**src/rtl/ps2_pkg.sv**
```systemverilog
// Shared types and constants for the PS/2 keyboard decoder: frame states,
// prefix byte values and the device-response filter.
package ps2_pkg;

    typedef enum logic [1:0] {
        ST_IDLE,
        ST_DATA,
        ST_PARITY,
        ST_STOP
    } frame_state_e;

    localparam logic [7:0] PS2_EXT      = 8'hE0;
    localparam logic [7:0] PS2_REL      = 8'hF0;
    localparam logic [7:0] PS2_PAUSE    = 8'hE1;
    localparam logic [2:0] PS2_SKIP_LEN = 3'd7;

    // Bytes a keyboard sends as command replies rather than key codes.
    function automatic logic is_response(input logic [7:0] b);
        return (b == 8'h00) || (b == 8'hAA) || (b == 8'hEE) ||
               (b == 8'hFA) || (b == 8'hFE) || (b == 8'hFF);
    endfunction

endpackage

```
**src/rtl/ps2_key_decoder_if.sv**
```systemverilog
// Bundle of the raw PS/2 lines and the decoded key outputs. The master side
// drives the keyboard lines and observes events; the decoder is the slave.
interface ps2_key_decoder_if;
    logic        ps2_kbd_clk;
    logic        ps2_kbd_data;
    logic [10:0] ps2_key;
    logic        parity_err;

    modport master (
        output ps2_kbd_clk,
        output ps2_kbd_data,
        input  ps2_key,
        input  parity_err
    );

    modport slave (
        input  ps2_kbd_clk,
        input  ps2_kbd_data,
        output ps2_key,
        output parity_err
    );
endinterface

```
**src/rtl/ps2_line_filter.sv**
```systemverilog
// Two-flop synchroniser followed by a run-length filter: the output follows
// the input only after FILTER_LEN consecutive samples at the new level.
module ps2_line_filter #(
    parameter int FILTER_LEN = 8
) (
    input  logic clk,
    input  logic srst,
    input  logic line_i,
    output logic line_o
);
    localparam int CW = (FILTER_LEN < 2) ? 1 : $clog2(FILTER_LEN);
    localparam logic [CW-1:0] RUN_LAST = CW'(FILTER_LEN - 1);

    logic [1:0]    sync_q;
    logic          filt_q, filt_d;
    logic [CW-1:0] run_q, run_d;

    always_comb begin
        filt_d = filt_q;
        run_d  = '0;
        // Any sample matching the current output restarts the run, so short glitches vanish.
        if (sync_q[1] != filt_q) begin
            if (run_q == RUN_LAST) begin
                filt_d = sync_q[1];
            end else begin
                run_d = run_q + CW'(1);
            end
        end
    end

    always_ff @(posedge clk) begin
        if (srst) begin
            sync_q <= 2'b11;
            filt_q <= 1'b1;
            run_q  <= '0;
        end else begin
            sync_q <= {sync_q[0], line_i};
            filt_q <= filt_d;
            run_q  <= run_d;
        end
    end

    assign line_o = filt_q;
endmodule

```
**src/rtl/ps2_key_decoder.sv**
```systemverilog
// PS/2 keyboard receiver: filters the raw lines, deframes 11-bit frames and
// folds E0/F0/E1 prefixes into one toggle-flagged key event per key code.
module ps2_key_decoder
    import ps2_pkg::*;
#(
    parameter int FILTER_LEN = 8,
    parameter int TIMEOUT    = 50000
) (
    input  logic               clk_sys,
    input  logic               reset,
    ps2_key_decoder_if.slave   bus
);
    localparam int IW = ($clog2(TIMEOUT + 1) > 16) ? $clog2(TIMEOUT + 1) : 16;
    localparam logic [IW-1:0] IDLE_LIMIT = IW'(TIMEOUT);

    logic [1:0] raw_lines;
    logic [1:0] filt_lines;
    logic       clk_f, data_f;

    assign raw_lines = {bus.ps2_kbd_data, bus.ps2_kbd_clk};

    generate
        for (genvar gi = 0; gi < 2; gi++) begin : g_line
            ps2_line_filter #(.FILTER_LEN(FILTER_LEN)) u_filter (
                .clk    (clk_sys),
                .srst   (reset),
                .line_i (raw_lines[gi]),
                .line_o (filt_lines[gi])
            );
        end
    endgenerate

    assign clk_f  = filt_lines[0];
    assign data_f = filt_lines[1];

    frame_state_e  state_q, state_d;
    logic          clk_prev_q;
    logic [2:0]    bit_cnt_q, bit_cnt_d;
    logic [7:0]    shift_q, shift_d;
    logic          parity_q, parity_d;
    logic [IW-1:0] idle_q, idle_d;
    logic          ext_q, ext_d;
    logic          rel_q, rel_d;
    logic [2:0]    skip_q, skip_d;
    logic [10:0]   key_q, key_d;
    logic          perr_q, perr_d;

    logic fall, timeout, frame_ok;
    logic shift_en, parity_en, stop_en, timer_run;

    assign fall     = clk_prev_q & ~clk_f;
    assign timeout  = (state_q != ST_IDLE) && (idle_q == IDLE_LIMIT);
    assign frame_ok = (^{shift_q, parity_q}) & data_f;

    always_ff @(posedge clk_sys) begin
        if (reset) begin
            state_q <= ST_IDLE;
        end else begin
            state_q <= state_d;
        end
    end

    always_comb begin
        state_d = state_q;
        if (timeout) begin
            state_d = ST_IDLE;
        end else if (fall) begin
            case (state_q)
                ST_IDLE:   if (!data_f) state_d = ST_DATA;
                ST_DATA:   if (bit_cnt_q == 3'd7) state_d = ST_PARITY;
                ST_PARITY: state_d = ST_STOP;
                ST_STOP:   state_d = ST_IDLE;
                default:   state_d = ST_IDLE;
            endcase
        end
    end

    always_comb begin
        shift_en  = (state_q == ST_DATA)   && fall && !timeout;
        parity_en = (state_q == ST_PARITY) && fall && !timeout;
        stop_en   = (state_q == ST_STOP)   && fall && !timeout;
        timer_run = (state_q != ST_IDLE);
    end

    always_comb begin
        bit_cnt_d = bit_cnt_q;
        shift_d   = shift_q;
        parity_d  = parity_q;
        idle_d    = (!timer_run || fall || timeout) ? '0 : idle_q + IW'(1);
        if (timeout) begin
            bit_cnt_d = '0;
            shift_d   = '0;
        end else begin
            if (shift_en) begin
                shift_d   = {data_f, shift_q[7:1]};
                bit_cnt_d = bit_cnt_q + 3'd1;
            end
            if (parity_en) begin
                parity_d = data_f;
            end
        end
    end

    // Prefix and event logic acts once per frame, on the stop-bit sample.
    always_comb begin
        ext_d  = ext_q;
        rel_d  = rel_q;
        skip_d = skip_q;
        key_d  = key_q;
        perr_d = 1'b0;
        if (stop_en) begin
            if (!frame_ok) begin
                perr_d = 1'b1;
                ext_d  = 1'b0;
                rel_d  = 1'b0;
            end else if (skip_q != 3'd0) begin
                skip_d = skip_q - 3'd1;
            end else if (shift_q == PS2_EXT) begin
                ext_d = 1'b1;
            end else if (shift_q == PS2_REL) begin
                rel_d = 1'b1;
            end else if (shift_q == PS2_PAUSE) begin
                skip_d = PS2_SKIP_LEN;
            end else if (!ext_q && !rel_q && is_response(shift_q)) begin
                skip_d = skip_q;
            end else begin
                key_d = {~key_q[10], ~rel_q, ext_q, shift_q};
                ext_d = 1'b0;
                rel_d = 1'b0;
            end
        end
    end

    always_ff @(posedge clk_sys) begin
        if (reset) begin
            clk_prev_q <= 1'b1;
            bit_cnt_q  <= '0;
            shift_q    <= '0;
            parity_q   <= 1'b0;
            idle_q     <= '0;
            ext_q      <= 1'b0;
            rel_q      <= 1'b0;
            skip_q     <= '0;
            key_q      <= '0;
            perr_q     <= 1'b0;
        end else begin
            clk_prev_q <= clk_f;
            bit_cnt_q  <= bit_cnt_d;
            shift_q    <= shift_d;
            parity_q   <= parity_d;
            idle_q     <= idle_d;
            ext_q      <= ext_d;
            rel_q      <= rel_d;
            skip_q     <= skip_d;
            key_q      <= key_d;
            perr_q     <= perr_d;
        end
    end

    assign bus.ps2_key    = key_q;
    assign bus.parity_err = perr_q;
endmodule

```
**src/flat_wrapper.sv**
```systemverilog
// flat-port wrapper written by rule: the top's interface ports become plain ports
module ps2_key_decoder_flat import ps2_pkg::*;
#(
    parameter int FILTER_LEN = 8,
    parameter int TIMEOUT    = 50000
)
  (clk_sys, reset, bus_ps2_kbd_clk, bus_ps2_kbd_data, bus_ps2_key, bus_parity_err);
  ps2_key_decoder_if bus_i ();
  input  logic clk_sys;
  input  logic reset;
  input wire logic [$bits(bus_i.ps2_kbd_clk)-1:0] bus_ps2_kbd_clk;
  input wire logic [$bits(bus_i.ps2_kbd_data)-1:0] bus_ps2_kbd_data;
  output wire logic [$bits(bus_i.ps2_key)-1:0] bus_ps2_key;
  output wire logic [$bits(bus_i.parity_err)-1:0] bus_parity_err;
  assign bus_i.ps2_kbd_clk = bus_ps2_kbd_clk;
  assign bus_i.ps2_kbd_data = bus_ps2_kbd_data;
  assign bus_ps2_key = bus_i.ps2_key;
  assign bus_parity_err = bus_i.parity_err;
  ps2_key_decoder #(.FILTER_LEN(FILTER_LEN), .TIMEOUT(TIMEOUT)) u_core (.clk_sys(clk_sys), .reset(reset), .bus(bus_i));
endmodule
```
**config.mk**
```make
export PLATFORM = sky130hd
export DESIGN_NAME = ps2_key_decoder_flat
export DESIGN_NICKNAME = d
export VERILOG_FILES = /design/src/rtl/ps2_pkg.sv /design/src/rtl/ps2_key_decoder_if.sv /design/src/rtl/ps2_line_filter.sv /design/src/rtl/ps2_key_decoder.sv /design/src/flat_wrapper.sv
export SDC_FILE = /design/constraint.sdc
export NUM_CORES = 1
export LEC_CHECK = 0
export CAP_MARGIN = 30
export CORE_MARGIN = 10
export CORE_UTILIZATION = 62
export CTS_CLUSTER_DIAMETER = 150
export DETAILED_ROUTE_END_ITERATION = 16
export DONT_BUFFER_PORTS = 1
export GPL_ROUTABILITY_DRIVEN = 0
export HOLD_SLACK_MARGIN = 0.08
export PLACE_DENSITY = 0.79
export REMOVE_ABC_BUFFERS = 1
export SYNTH_ARGS = -nofsm -noshare
export SYNTH_HDL_FRONTEND = slang
export SYNTH_SLANG_ARGS = --single-unit
```
**constraint.sdc**
```tcl
create_clock -name clk_sys -period 2.7 [get_ports clk_sys]
set_input_delay 0.54 -clock clk_sys [delete_from_list [all_inputs] [get_ports clk_sys]]
set_output_delay 0.54 -clock clk_sys [all_outputs]
set_load 0.03 [all_outputs]
```
==> impl_metrics.py <==
metrics = {
    "sta": {
        "fin_setup_tns_ns": 0,
        "slew_headroom": 0.567,
        "fin_crit_ns": 2.37,
        "setup_violations": 0,
        "rsz0062_at_grt": "no",
        "fmax_mhz": 422,
        "tightestPinTransition_ns": 0.648,
        "finalHoldViolCount": 0,
        "holdWs_ns": 0.269,
        "finClkSkew_ns": 0.00346,
        "drv_slew": 0,
        "min_period_over_period": 0.877,
        "worst_slack_ns": 0.331,
    },
    "final_layout": {
        "diodes": 0,
        "stdcell_count": 341,
        "fillers": 343,
        "drive_above_1_share": 0.107,
        "final_common_cell": "dfxtp_1",
        "layout_common_cells": "60 x dfxtp_1, 34 x nor2_1, 19 x inv_1",
        "syn_to_final_growth_pct": 9.55,
        "multi_input_area_sq_mm": 0.00138,
        "finalNetCount": 302,
        "seq_area_sq_mm": 0.00120,
    },
    "global_route": {
        "grt_max_degree": 28,
        "antenna_found_initial": 0,
        "grt_pass1_vias": 1796,
        "gr-usage-all-layers": 0.140,
        "overflow": 0,
        "grt_pass1_wl_mm": 8.41,
    },
    "setup_path": {
        "slowest_stage": "nor4_2",
        "cp_max_fo": 11,
        "crit_path_end_kind": "flop",
        "slowest_delay_ns": 0.36,
        "worstRegToRegCells": 8,
        "crit_type": "reg -> reg",
        "worstPathCellList": "inv_1 -> ha_1 -> and4b_1 -> nand4_1 -> nand3_1 -> nor4_2 -> and3_4 -> mux2_1",
        "crit_required_ns": 2.93,
        "cp.arrival_ns": 2.60,
        "startpoint_type": "flop",
    },
    "cts": {
        "clock_latency_ns": 0.34,
        "cts.sinks": 60,
        "post_cts_resize_count": 0,
        "root_buffer": "clkbuf_8",
        "cts_buffer_depth": 2,
        "hold_buffers": 0,
        "cts-htree-levels": 3,
        "tritoncts": "built",
        "numCtsBuffers": 9,
        "clkTransAtPathRegs_ns": 0.07,
        "cts_setup_buffers": 0,
    },
    "min_path": {
        "hp-class": "in -> reg",
        "whs_path_depth": 1,
    },
    "floorplanning": {
        "die_x_um": 86.3,
        "rows": 24,
        "start_util": 0.634,
        "core_area_sq_mm": 0.00429,
        "die_y_um": 86.3,
        "die-area_sq_mm": 0.00744,
        "io_pins": 16,
    },
    "routing": {
        "drtIter0Drc": 85,
        "via_per_inst": 5.72,
        "ant_nets": 0,
        "routed_wl_mm": 4.88,
        "drtPass1Iterations": 4,
        "post_drt_wl_per_cell_um": 14.3,
        "drcViolationCount": 0,
        "dr_total_vias": 1952,
    },
    "logic_synthesis": {
        "syn_avg_cell_area_sq_um": 9.66,
        "syn_inst": 282,
        "yosys-top-cells-area": "dfxtp_1 44%, ha_1 6.4%, mux2i_1 5.1%",
        "yosys.area.top_type": "dfxtp_1",
        "yosysTopAreaCellShare": 0.441,
        "ys.flop_type": "dfxtp_1",
        "synthDistinctLibCells": 46,
        "yosys_register_bits": 60,
        "ys_seq_area_frac": 0.441,
        "synthArstFlopShare": 0,
        "synth_edf_count": 0,
        "ys_warn_count": 0,
        "synth_area_sq_mm": 0.00272,
    },
    "pwr": {
        "p_per_area_mw_per_mm2": 625,
        "ir_worst_vdd_uv": 353,
        "p_leak_nw": 1.20,
    },
    "place": {
        "dp_hpwl_mm": 3.35,
        "place_ws_ns": 0.359,
        "io_buffers": 0,
        "dp_cells": 325,
    },
    "flow_run": {
        "maxCapViolCount": 0,
    },
    "outcome": {
        "status": "completed",
    },
}
[critical path: cells and delay by family (launching register included)]
family	cells	cell delay, ns
buffers and inverters	1	0.11
adders and majority gates	1	0.23
DFF	1	0.33
and+or+nand+nor	5	1.24
muxes	1	0.33
[cells in the mapped netlist, types with 4 or more instances]
| master | instances |
|---|---|
| a21oi_1 | 4 |
| a311oi_1 | 8 |
| a31o_1 | 8 |
| and2_1 | 5 |
| and3_1 | 4 |
| clkbuf_1 | 7 |
| dfxtp_1 | 60 |
| ha_1 | 14 |
| inv_1 | 19 |
| mux2i_1 | 14 |
| nand2_1 | 12 |
| nand3_1 | 12 |
| nand4_1 | 4 |
| nor2_1 | 34 |
| nor3_1 | 6 |
| or2_2 | 6 |
| or3_1 | 4 |
| xnor2_1 | 10 |
| xor2_1 | 10 |
[report_power, final]
group / internal (mW) / switching, mW / leakage (nW)
clock network: 0.609 / 0.351 / 0.115
logic: 0.00501 / 0.00871 / 0.600
registers: 0.889 / 0.00158 / 0.484
total: 1.50 / 0.361 / 1.20
[stage by stage]
| step | util | area, sq um | total power, mW |
|---|---|---|---|
| 3_5_place_dp | 0.639 | 2750 | 0.924 |
| 5_1_grt | 0.695 | 2980 | 1.93 |
| 4_1_cts | 0.695 | 2980 | 1.88 |
| 3_3_place_gp | 0.639 | 2750 | 0.924 |
| 2_1_floorplan | - | 2650 | 0.919 |
| 6_report | 0.695 | 2980 | 1.86 |
[metal layers]
layer	wire, um	global-route usage	share of wire	up-vias
met5	0	0	0	-
li1	-	-	-	985
met1	2400	0.174	0.49	921
met4	127	0.0869	0.026	0
met2	2150	0.204	0.44	33
met3	196	0.0450	0.040	13
[final cells by class]
class	count	area share
inverter	19	0.0239
multi-input combinational	190	0.462
timing repair buffer	4	0.0101
sequential	60	0.403
clock inverter	7	0.0386
tap	52	0.0218
clock buffer	9	0.0415
[final timing paths]
check                                                           end  slack, ns                                start
worst min-delay path                          u_core.bus.ps2_key[9]       0.27                                reset
worst min register to register  u_core.g_line[1].u_filter.sync_q[1]       0.42  u_core.g_line[1].u_filter.sync_q[0]
worst max register to register               u_core.bus.ps2_key[10]       0.33                    u_core.state_q[0]
worst max-delay path                         u_core.bus.ps2_key[10]       0.33                    u_core.state_q[0]
[cells by family after synthesis]
logic type | after synthesis | synth area share
adders and majority gates | 14 | 0.0643
muxes | 16 | 0.0638
buffers and inverters | 32 | 0.0533
xor gates and xnor gates | 22 | 0.0808
and+or+nand+nor | 106 | 0.205
AOI/OAI and AO/OA | 32 | 0.0919
DFF | 60 | 0.441
[registers in the layout (all words and copies together) (netlist names)]
register                       cells
u_core.ext_q                       1
u_core.parity_q                    1
u_core.idle_q                     16
u_core.bus.parity_err              1
u_core.state_q                     2
u_core.shift_q                     8
u_core.bus.ps2_key                11
u_core.bit_cnt_q                   3
u_core.rel_q                       1
u_core.skip_q                      3
u_core.g_line.u_filter.sync_q      4
u_core.g_line.u_filter.run_q       6
u_core.clk_prev_q                  1
u_core.g_line.u_filter.line_o      2
No activity file was read; power rests on OpenSTA's default activity.
